[config.mk]
export PLATFORM = sky130hd
export DESIGN_NAME = wb_arbiter_flat
export DESIGN_NICKNAME = d
export VERILOG_FILES = /design/src/rtl/wb_arbiter_if.sv /design/src/rtl/wb_arbiter.sv /design/src/flat_wrapper.sv
export SDC_FILE = /design/constraint.sdc
export NUM_CORES = 1
export LEC_CHECK = 0
export CAP_MARGIN = 20
export CORE_ASPECT_RATIO = 0.9
export CORE_MARGIN = 2
export CORE_UTILIZATION = 37
export DETAILED_ROUTE_END_ITERATION = 10
export SLEW_MARGIN = 25
export SYNTH_ARGS = -nofsm -noshare
export SYNTH_HDL_FRONTEND = slang
export SYNTH_SLANG_ARGS = --single-unit
[constraint.sdc]
create_clock -name clk -period 2.3 [get_ports clk]
set_clock_uncertainty 0.2 [all_clocks]
set_input_delay 0.46 -clock clk [delete_from_list [all_inputs] [get_ports clk]]
set_output_delay 0.46 -clock clk [all_outputs]
set_load 0.02 [all_outputs]
[src/rtl/wb_arbiter_if.sv]
// Bundle of issue, ALU, LSU, source-query and register-file write-port signals
// between execute/LSU/decode and the writeback arbiter.
interface wb_arbiter_if #(
  parameter int WIDTH = 32
);
  logic             issue_valid;
  logic [4:0]       issue_rd;
  logic             issue_ready;
  logic             alu_valid;
  logic [4:0]       alu_rd;
  logic [WIDTH-1:0] alu_data;
  logic             lsu_valid;
  logic [4:0]       lsu_rd;
  logic [WIDTH-1:0] lsu_data;
  logic             lsu_ready;
  logic [4:0]       rs1;
  logic [4:0]       rs2;
  logic             rs1_busy;
  logic             rs2_busy;
  logic [4:0]       rd;
  logic [WIDTH-1:0] rd_data;
  logic             rd_we;

  modport master (
    output issue_valid, issue_rd, alu_valid, alu_rd, alu_data,
           lsu_valid, lsu_rd, lsu_data, rs1, rs2,
    input  issue_ready, lsu_ready, rs1_busy, rs2_busy, rd, rd_data, rd_we
  );

  modport slave (
    input  issue_valid, issue_rd, alu_valid, alu_rd, alu_data,
           lsu_valid, lsu_rd, lsu_data, rs1, rs2,
    output issue_ready, lsu_ready, rs1_busy, rs2_busy, rd, rd_data, rd_we
  );
endinterface

[src/rtl/wb_arbiter.sv]
// Writeback arbiter: merges ALU and LSU results onto one register-file write
// port and keeps a scoreboard of destinations awaiting long-latency results.
module wb_arbiter #(
  parameter int WIDTH = 32,
  parameter int DEPTH = 2
) (
  input  logic        clk,
  input  logic        rst_n,
  wb_arbiter_if.slave bus
);
  localparam int CW = $clog2(DEPTH + 1);
  localparam int PW = (DEPTH > 1) ? $clog2(DEPTH) : 1;

  logic [31:0]      pending_q, pending_d;
  logic [CW-1:0]    outst_q, outst_d;
  logic [CW-1:0]    count_q, count_d;
  logic [PW-1:0]    wptr_q, wptr_d;
  logic [PW-1:0]    rptr_q, rptr_d;
  logic [4:0]       fifo_rd_q   [DEPTH];
  logic [WIDTH-1:0] fifo_data_q [DEPTH];

  logic [4:0]       rd_q;
  logic [WIDTH-1:0] rd_data_q;
  logic             rd_we_q;
  logic             wb_lsu_q;

  logic             issue_ready_s;
  logic             lsu_ready_s;
  logic             push_s;
  logic             pop_s;
  logic             set_s;
  logic             clr_s;
  logic             sel_valid_s;
  logic             sel_lsu_s;
  logic [4:0]       sel_rd_s;
  logic [WIDTH-1:0] sel_data_s;

  assign issue_ready_s = (outst_q < CW'(DEPTH)) && !pending_q[bus.issue_rd];
  assign lsu_ready_s   = (count_q < CW'(DEPTH));
  assign push_s        = bus.lsu_valid && lsu_ready_s;
  assign pop_s         = !bus.alu_valid && (count_q != {CW{1'b0}});
  assign set_s         = bus.issue_valid && issue_ready_s && (bus.issue_rd != 5'd0);
  // A popped LSU write clears its reservation at the end of its rd_we cycle.
  assign clr_s         = rd_we_q && wb_lsu_q;

  assign bus.issue_ready = issue_ready_s;
  assign bus.lsu_ready   = lsu_ready_s;
  assign bus.rs1_busy    = pending_q[bus.rs1] && (bus.rs1 != 5'd0);
  assign bus.rs2_busy    = pending_q[bus.rs2] && (bus.rs2 != 5'd0);
  assign bus.rd          = rd_q;
  assign bus.rd_data     = rd_data_q;
  assign bus.rd_we       = rd_we_q;

  // Source selection: ALU has priority, FIFO head otherwise.
  always_comb begin
    sel_valid_s = 1'b0;
    sel_lsu_s   = 1'b0;
    sel_rd_s    = rd_q;
    sel_data_s  = rd_data_q;
    if (bus.alu_valid) begin
      sel_valid_s = 1'b1;
      sel_rd_s    = bus.alu_rd;
      sel_data_s  = bus.alu_data;
    end else if (pop_s) begin
      sel_valid_s = 1'b1;
      sel_lsu_s   = 1'b1;
      sel_rd_s    = fifo_rd_q[rptr_q];
      sel_data_s  = fifo_data_q[rptr_q];
    end else begin
      sel_valid_s = 1'b0;
    end
  end

  // Scoreboard and FIFO pointer next state; a same-index set overrides a clear.
  always_comb begin
    pending_d = pending_q;
    if (clr_s) begin
      pending_d[rd_q] = 1'b0;
    end else begin
      pending_d = pending_q;
    end
    if (set_s) begin
      pending_d[bus.issue_rd] = 1'b1;
    end else begin
      pending_d[0] = pending_d[0];
    end

    case ({set_s, clr_s})
      2'b10:   outst_d = outst_q + CW'(1);
      2'b01:   outst_d = outst_q - CW'(1);
      default: outst_d = outst_q;
    endcase

    count_d = count_q + CW'(push_s) - CW'(pop_s);

    wptr_d = wptr_q;
    if (push_s) begin
      wptr_d = (wptr_q == PW'(DEPTH - 1)) ? {PW{1'b0}} : wptr_q + PW'(1);
    end else begin
      wptr_d = wptr_q;
    end
    rptr_d = rptr_q;
    if (pop_s) begin
      rptr_d = (rptr_q == PW'(DEPTH - 1)) ? {PW{1'b0}} : rptr_q + PW'(1);
    end else begin
      rptr_d = rptr_q;
    end
  end

  // State registers, FIFO storage and the registered write port.
  always_ff @(posedge clk or negedge rst_n) begin
    if (!rst_n) begin
      pending_q <= 32'd0;
      outst_q   <= {CW{1'b0}};
      count_q   <= {CW{1'b0}};
      wptr_q    <= {PW{1'b0}};
      rptr_q    <= {PW{1'b0}};
      rd_q      <= 5'd0;
      rd_data_q <= {WIDTH{1'b0}};
      rd_we_q   <= 1'b0;
      wb_lsu_q  <= 1'b0;
      for (int i = 0; i < DEPTH; i++) begin
        fifo_rd_q[i]   <= 5'd0;
        fifo_data_q[i] <= {WIDTH{1'b0}};
      end
    end else begin
      pending_q <= pending_d;
      outst_q   <= outst_d;
      count_q   <= count_d;
      wptr_q    <= wptr_d;
      rptr_q    <= rptr_d;
      if (push_s) begin
        fifo_rd_q[wptr_q]   <= bus.lsu_rd;
        fifo_data_q[wptr_q] <= bus.lsu_data;
      end
      if (sel_valid_s) begin
        rd_q      <= sel_rd_s;
        rd_data_q <= sel_data_s;
      end
      rd_we_q  <= sel_valid_s && (sel_rd_s != 5'd0);
      wb_lsu_q <= sel_lsu_s && (sel_rd_s != 5'd0);
    end
  end
endmodule

[src/flat_wrapper.sv]
// flat-port wrapper written by rule: the top's interface ports become plain ports
module wb_arbiter_flat 
#(
  parameter int WIDTH = 32,
  parameter int DEPTH = 2
)
  (clk, rst_n, bus_issue_valid, bus_issue_rd, bus_alu_valid, bus_alu_rd, bus_alu_data, bus_lsu_valid, bus_lsu_rd, bus_lsu_data, bus_rs1, bus_rs2, bus_issue_ready, bus_lsu_ready, bus_rs1_busy, bus_rs2_busy, bus_rd, bus_rd_data, bus_rd_we);
  wb_arbiter_if #(.WIDTH(WIDTH)) bus_i ();
  input  logic clk;
  input  logic rst_n;
  input wire logic [$bits(bus_i.issue_valid)-1:0] bus_issue_valid;
  input wire logic [$bits(bus_i.issue_rd)-1:0] bus_issue_rd;
  input wire logic [$bits(bus_i.alu_valid)-1:0] bus_alu_valid;
  input wire logic [$bits(bus_i.alu_rd)-1:0] bus_alu_rd;
  input wire logic [$bits(bus_i.alu_data)-1:0] bus_alu_data;
  input wire logic [$bits(bus_i.lsu_valid)-1:0] bus_lsu_valid;
  input wire logic [$bits(bus_i.lsu_rd)-1:0] bus_lsu_rd;
  input wire logic [$bits(bus_i.lsu_data)-1:0] bus_lsu_data;
  input wire logic [$bits(bus_i.rs1)-1:0] bus_rs1;
  input wire logic [$bits(bus_i.rs2)-1:0] bus_rs2;
  output wire logic [$bits(bus_i.issue_ready)-1:0] bus_issue_ready;
  output wire logic [$bits(bus_i.lsu_ready)-1:0] bus_lsu_ready;
  output wire logic [$bits(bus_i.rs1_busy)-1:0] bus_rs1_busy;
  output wire logic [$bits(bus_i.rs2_busy)-1:0] bus_rs2_busy;
  output wire logic [$bits(bus_i.rd)-1:0] bus_rd;
  output wire logic [$bits(bus_i.rd_data)-1:0] bus_rd_data;
  output wire logic [$bits(bus_i.rd_we)-1:0] bus_rd_we;
  assign bus_i.issue_valid = bus_issue_valid;
  assign bus_i.issue_rd = bus_issue_rd;
  assign bus_i.alu_valid = bus_alu_valid;
  assign bus_i.alu_rd = bus_alu_rd;
  assign bus_i.alu_data = bus_alu_data;
  assign bus_i.lsu_valid = bus_lsu_valid;
  assign bus_i.lsu_rd = bus_lsu_rd;
  assign bus_i.lsu_data = bus_lsu_data;
  assign bus_i.rs1 = bus_rs1;
  assign bus_i.rs2 = bus_rs2;
  assign bus_issue_ready = bus_i.issue_ready;
  assign bus_lsu_ready = bus_i.lsu_ready;
  assign bus_rs1_busy = bus_i.rs1_busy;
  assign bus_rs2_busy = bus_i.rs2_busy;
  assign bus_rd = bus_i.rd;
  assign bus_rd_data = bus_i.rd_data;
  assign bus_rd_we = bus_i.rd_we;
  wb_arbiter #(.WIDTH(WIDTH), .DEPTH(DEPTH)) u_core (.clk(clk), .rst_n(rst_n), .bus(bus_i));
endmodule
; ---- Yosys cells after proc, flatten, opt, wreduce, memory -nomap -nowiden
; Cells that the tools add are included.
; Widths: inputs -> output; s select.
[totals]
latchBits = 0
out_inout_bits = 42
in_bits = 94
ramBits = 0
word_cells = 95
register_bits = 151
rom_bits = 0
n_memories = 0
[classes]
eq_ne = 2
n_addsub = 6
n_mul = 0
mux = 35
reduce_logical = 23
magnitude_cmp = 11
shift = 0
div_mod_pow = 0
bitwise_logic = 5
[op_table]
columns = cell, count
row1 = $mux 32, 7
row2 = $bwmux 64, 1
row3 = $and 32x32->32, 1
row4 = $demux 32 s1, 1
row5 = $not 32->32, 1
row6 = $or 32x32->32, 1
row7 = $mux 31, 1
row8 = $mux 5, 6
row9 = $lt 5x6->1 const B, 4
row10 = $reduce_bool 5->1, 4
row11 = $bmux 1 s5, 3
row12 = $logic_and 1x1->1, 13
row13 = $mux 1, 11
row14 = $bwmux 10, 1
row15 = $demux 1 s5, 2
row16 = $ge 5x1->1 const B, 2
row17 = $reduce_bool 2->1, 3
row18 = $demux 5 s1, 1
row19 = $ge 2x2->1 const B, 2
row20 = $lt 2x2->1 const B, 2
row21 = $not 1->2, 2
row22 = $pmux 2 s2, 1
row23 = $add 1x1->1 const B, 2
row24 = $add 2x1->2, 1
row25 = other kinds (8), 9

; ---- Longest topological paths before layout
[logic_depth]
word_depth = 9
ltp_mapped = 12
ltp_nobuf = 10

; ---- Least setup slack after synthesis
; No wires, ideal clock.
[synth_path]
path_type = input -> register
from = input bus_issue_rd[0]
to = register u_core.outst_q[1]
arrival_ps = 2407
stages = 11
path_slack_ps = -432
required_time_ps = 1975
path_buffers = 2
setup_ps = 125
path_cell_list = buf_6 > buf_6 > mux4_2 > a221oi_2 > nand2_2 > inv_1 > nand3_1 > ha_1 > xnor2_1 > nor2_1 > xor2_1
[synth_via]
elab_chain_cells = 8
elab_cells_between_ends = 11
cone_classes = eq/ne: 2 / mux: 3 / reduce/logical: 6
[synth_lines]
columns = item, line_no
row1 = "start, declared", flat_wrapper.sv:12  ; input wire logic [$bits(bus_i.issue_rd)-1:0] bus_issue_rd;
row2 = $bmux 1 s5 *, wb_arbiter.sv:38  ; assign issue_ready_s = (outst_q < CW'(DEPTH)) && !pending_q[bus.issue_rd];
row3 = $mux 1 (not written as such) *, wb_arbiter.sv:38
row4 = $logic_not 1->1 *, wb_arbiter.sv:38
row5 = $logic_and 1x1->1 *, wb_arbiter.sv:38
row6 = via bus_issue_ready, flat_wrapper.sv:21  ; output wire logic [$bits(bus_i.issue_ready)-1:0] bus_issue_ready;
row7 = $logic_and 1x1->1 * (2 in a row), wb_arbiter.sv:42  ; assign set_s = bus.issue_valid && issue_ready_s && (bus.issue_rd != 5'd0);
row8 = $eq 2x1->1 / $eq 2x2->1 (equally long branches), wb_arbiter.sv:88  ; case ({set_s, clr_s})
row9 = $pmux 2 s2 / $reduce_bool 2->1 (equally long branches), -
row10 = "end signal, assigned", wb_arbiter.sv:114  ; outst_q <= {CW{1'b0}};
row11 = "end signal, assigned", wb_arbiter.sv:128  ; outst_q <= outst_d;
row12 = "end, declared", wb_arbiter.sv:15  ; logic [CW-1:0] outst_q, outst_d;
; The timed path passes the listed nets; every way through them passes the cells marked *. The select of a mux whose other input is x is not followed.
; A chain may end at the register's enable or synchronous reset.

; ---- Worst setup path after layout
[layout_path]
from = input bus_issue_rd[2]
to = output bus_issue_ready
[layout_via]
elab_chain_cells = 4
[layout_lines]
columns = item, line_no
row1 = $bmux 1 s5, wb_arbiter.sv:38
row2 = $mux 1 (not written as such), wb_arbiter.sv:38
row3 = $logic_not 1->1, wb_arbiter.sv:38
row4 = $logic_and 1x1->1, wb_arbiter.sv:38
row5 = "end, declared", flat_wrapper.sv:21
; Every way passes these cells. The select of a mux whose other input is x is not followed.

==> flow_summary.toml <==
[yosys]
ys_types = 48
synth_edf_count = 0
synthesis.nets = 767
yosysWarnings = 0
synth_area_um2 = 7540
async_flop_share_pct = 100
netlist_instances = 670
synthTopCellsByArea = "dfrtp_1 (50%), mux2_2 (12%), mux2i_1 (5.7%)"
seq_area_frac_synth_pct = 50.1
netlist.area_leader.share_pct = 50.1
syn_avg_cell_area_um2 = 11.2
ys.flop_type = "dfrtp_1"
synth_seq_cells = 151
synth_largest_area_cell = "dfrtp_1"

[route]
finalWirelength_um = 19700
vias = 5957
drt-initial-drc-count = 379
drt_pass1_iterations = 5
drt-wirelength-per-cell_um = 17.4
ant_nets = 0
vias_per_cell = 5.26
post-route-drc-count = 0

[setup_path]
critPathArrivalTime_ns = 2.08
max_stage_delay_ns = 0.68
critical_path_class = "in -> out"
setup.worst_path.start_class = "input pin"
crit_path_top_delay_cell = "clkdlybuf4s50_1"
cp_num_buf_inv = 3
reg2reg_slack_ns = -0.26
cp-end-kind = "output pin"
crit_fanout = 8
crit_family = "buffers and inverters"
cp_cell_sequence = "clkdlybuf4s50_1, and3b_1, nor2_1, o311a_1, nand2_2, inv_4, buf_6"
required_ns = 1.64

[power]
swShare_pct = 35.7
power_leakage_uw = 0.00433
peakVddDrop_mv = 0.664
seq_power_share_pct = 35.6
finalPower_uw = 13300
p_per_area_nw_per_um2 = 1280
switchingPower_uw = 4760
intPower_uw = 8570
p_comb_share_pct = 44.7
pwr-share-clk_pct = 19.7

[clock_network]
clk_pin_slew_worst_paths_ns = 0.06
cts_buffer_depth = 2
cts_max_level = 4
cts_buffers = 17
cts_sinks = 151
cts_root_buf = "clkbuf_16"
clock_latency_ns = 0.42
tritoncts = "built"

[global_route]
antenna_found_initial = 2
grt_overflow = 0
grt_pass1_wl_um = 32500
use_met3_pct = 6.07
grt_use_met1_pct = 25.0
grt_util_met2_pct = 29.7
grt_max_degree = 65
groute.usage.overall_pct = 19.0
grt_pass1_vias = 6349
grt-busiest-layer = "met2"

[floorplanning]
start_util_pct = 37.7
fp.dieW_um = 154
dieArea_um2 = 21500
ios = 136
row_count = 49
core_um2 = 20000
die_h_um = 139

[placed_design]
postPlaceCellArea_um2 = 9640
hpwl_um = 14200
gp_congestion = 0.893
pre_cts_ws_ns = -1.19
io_buffers = 135

[timing]
rsz0062_at_grt = "yes"
period_needed_ns = 2.74
setup_viol = 36
slew_viol_final = 0
maxClockFrequency_mhz = 365
finalHoldViolCount = 0
setup_ws_ns = -0.440
finalCritPeriodShare_pct = 119
slew_headroom_pct = 63.6
worst_slew_pin_slew_ns = 0.546

[cells_and_area]
multiInputGateArea_um2 = 3610
layout_commonest_cell = "dfrtp_1"
layout-drive-gt1-share_pct = 30.1
final_core_util_pct = 51.9
num-fill-cells = 1816
finalNetCount = 960
synthToLayoutAreaGrowth_pct = 37.6
regArea_um2 = 3780
layout_common_cells = "dfrtp_1 (148), clkdlybuf4s50_1 (124), mux2_2 (77)"
finalInstanceArea_um2 = 10400

[outcome]
violations = "negative setup slack"
outcome = "complete, but fails checks"

[run]
cap_violations = 0

[worst_hold_path]
hp-class = "in -> reg"
## stage by stage
step                      cells  TNS (ns)  hold WS (ns)
after floorplan             670    -0.529       -0.0356
after global placement     1089    -23.45         0.174
after detailed placement   1089    -24.35         0.181
after CTS                  1128     -2.08         0.191
after global routing       1131     -5.65         0.210
final                      1132     -3.50         0.204
## registers in the layout, summed over array words and instances (netlist names)
| register | cells |
|---|---|
| u_core.bus.rd | 5 |
| u_core.fifo_rd_q | 10 |
| u_core.wptr_q | 1 |
| u_core.wb_lsu_q | 1 |
| u_core.pending_q | 32 |
| u_core.outst_q | 2 |
| u_core.bus.rd_data | 32 |
| u_core.fifo_data_q | 64 |
| u_core.count_q | 2 |
| u_core.rptr_q | 1 |
| u_core.bus.rd_we | 1 |
## worst register-to-register path, delay by kind of cell, from the launching register on
| kind | cells | cell delay (ns) |
|---|---|---|
| multiplexers | 1 | 0.46 |
| flip-flops | 1 | 0.41 |
| AO/OA/AOI/OAI | 2 | 0.38 |
| buffers and inverters | 3 | 0.31 |
| XOR/XNOR | 2 | 0.28 |
| AND/OR/NAND/NOR | 3 | 0.26 |
| adder cells (fa/ha/maj) | 1 | 0.17 |
## final cells by class
type / count / area share (%)
clock buffer: 18 / 4.23
multi-input combinational: 470 / 34.8
antenna: 1 / 0.0241
timing repair buffer: 217 / 20.0
sequential: 151 / 36.5
inverter: 6 / 0.241
clock inverter: 14 / 1.21
tap: 255 / 3.08
## cell usage after synthesis, drive strengths merged (6+ instances only)
cell,count
nor2b,7
inv,6
nand2,79
mux2i,43
clkbuf,22
mux4,19
o21ai,97
nor2,45
dfrtp,151
buf,21
a21oi,36
mux2,80
## power groups by stage
stage,sequential [µW],combinational [µW],clock [µW]
after floorplan,4830,3490,0
after global placement,4710,5680,0
after detailed placement,4780,5810,0
after CTS,4740,5920,2710
after global routing,4880,6530,2820
final,4740,5960,2630
## repair_timing
item | 4_1_cts | 5_1_grt
endpoints found under the hold margin | 30 | 0
endpoints found under the setup margin | 38 | 38
pin swaps | 8 | 0
gates cloned | 2 | 0
resized for setup | 41 | 6
hold buffers | 1 | 0
buffers inserted | 4 | 3
## final timing paths
check                                           from                      to  cells past startpoint
worst min register to register   u_core.fifo_rd_q[7]     u_core.fifo_rd_q[7]                      1
max in group asynchronous                      rst_n  u_core.fifo_data_q[61]                      3
worst min-delay path                   bus_alu_valid        u_core.bus.rd[2]                      3
min in group asynchronous                      rst_n     u_core.pending_q[1]                      2
worst max-delay path                 bus_issue_rd[2]         bus_issue_ready                      7
worst max register to register  u_core.pending_q[15]       u_core.outst_q[1]                     12
## layer usage
metal / wire (µm) / vias up / share of wire [%]
li1: - / 2781 / -
met1: 8620 / 2959 / 44
met2: 9210 / 185 / 47
met3: 1500 / 30 / 7.6
met4: 371 / 2 / 1.9
met5: 13 / - / 0.066
## cells by family (layout without fill, tap and decap cells)
kind of cell               count (synthesis)  count (layout)  share of synthesized area (%)
and+or+nand+nor                          164             164                           9.76
AOI/OAI and AO/OA                        154             154                           12.2
DFF                                      151             151                           50.1
muxes                                    142             142                           23.3
buffers and inverters                     49             255                           3.25
xor gates and xnor gates                   7               7                          0.813
adders and majority gates                  3               3                          0.498
other                                      0               1                              0
Note: power is estimated with default switching activity, not from simulation.
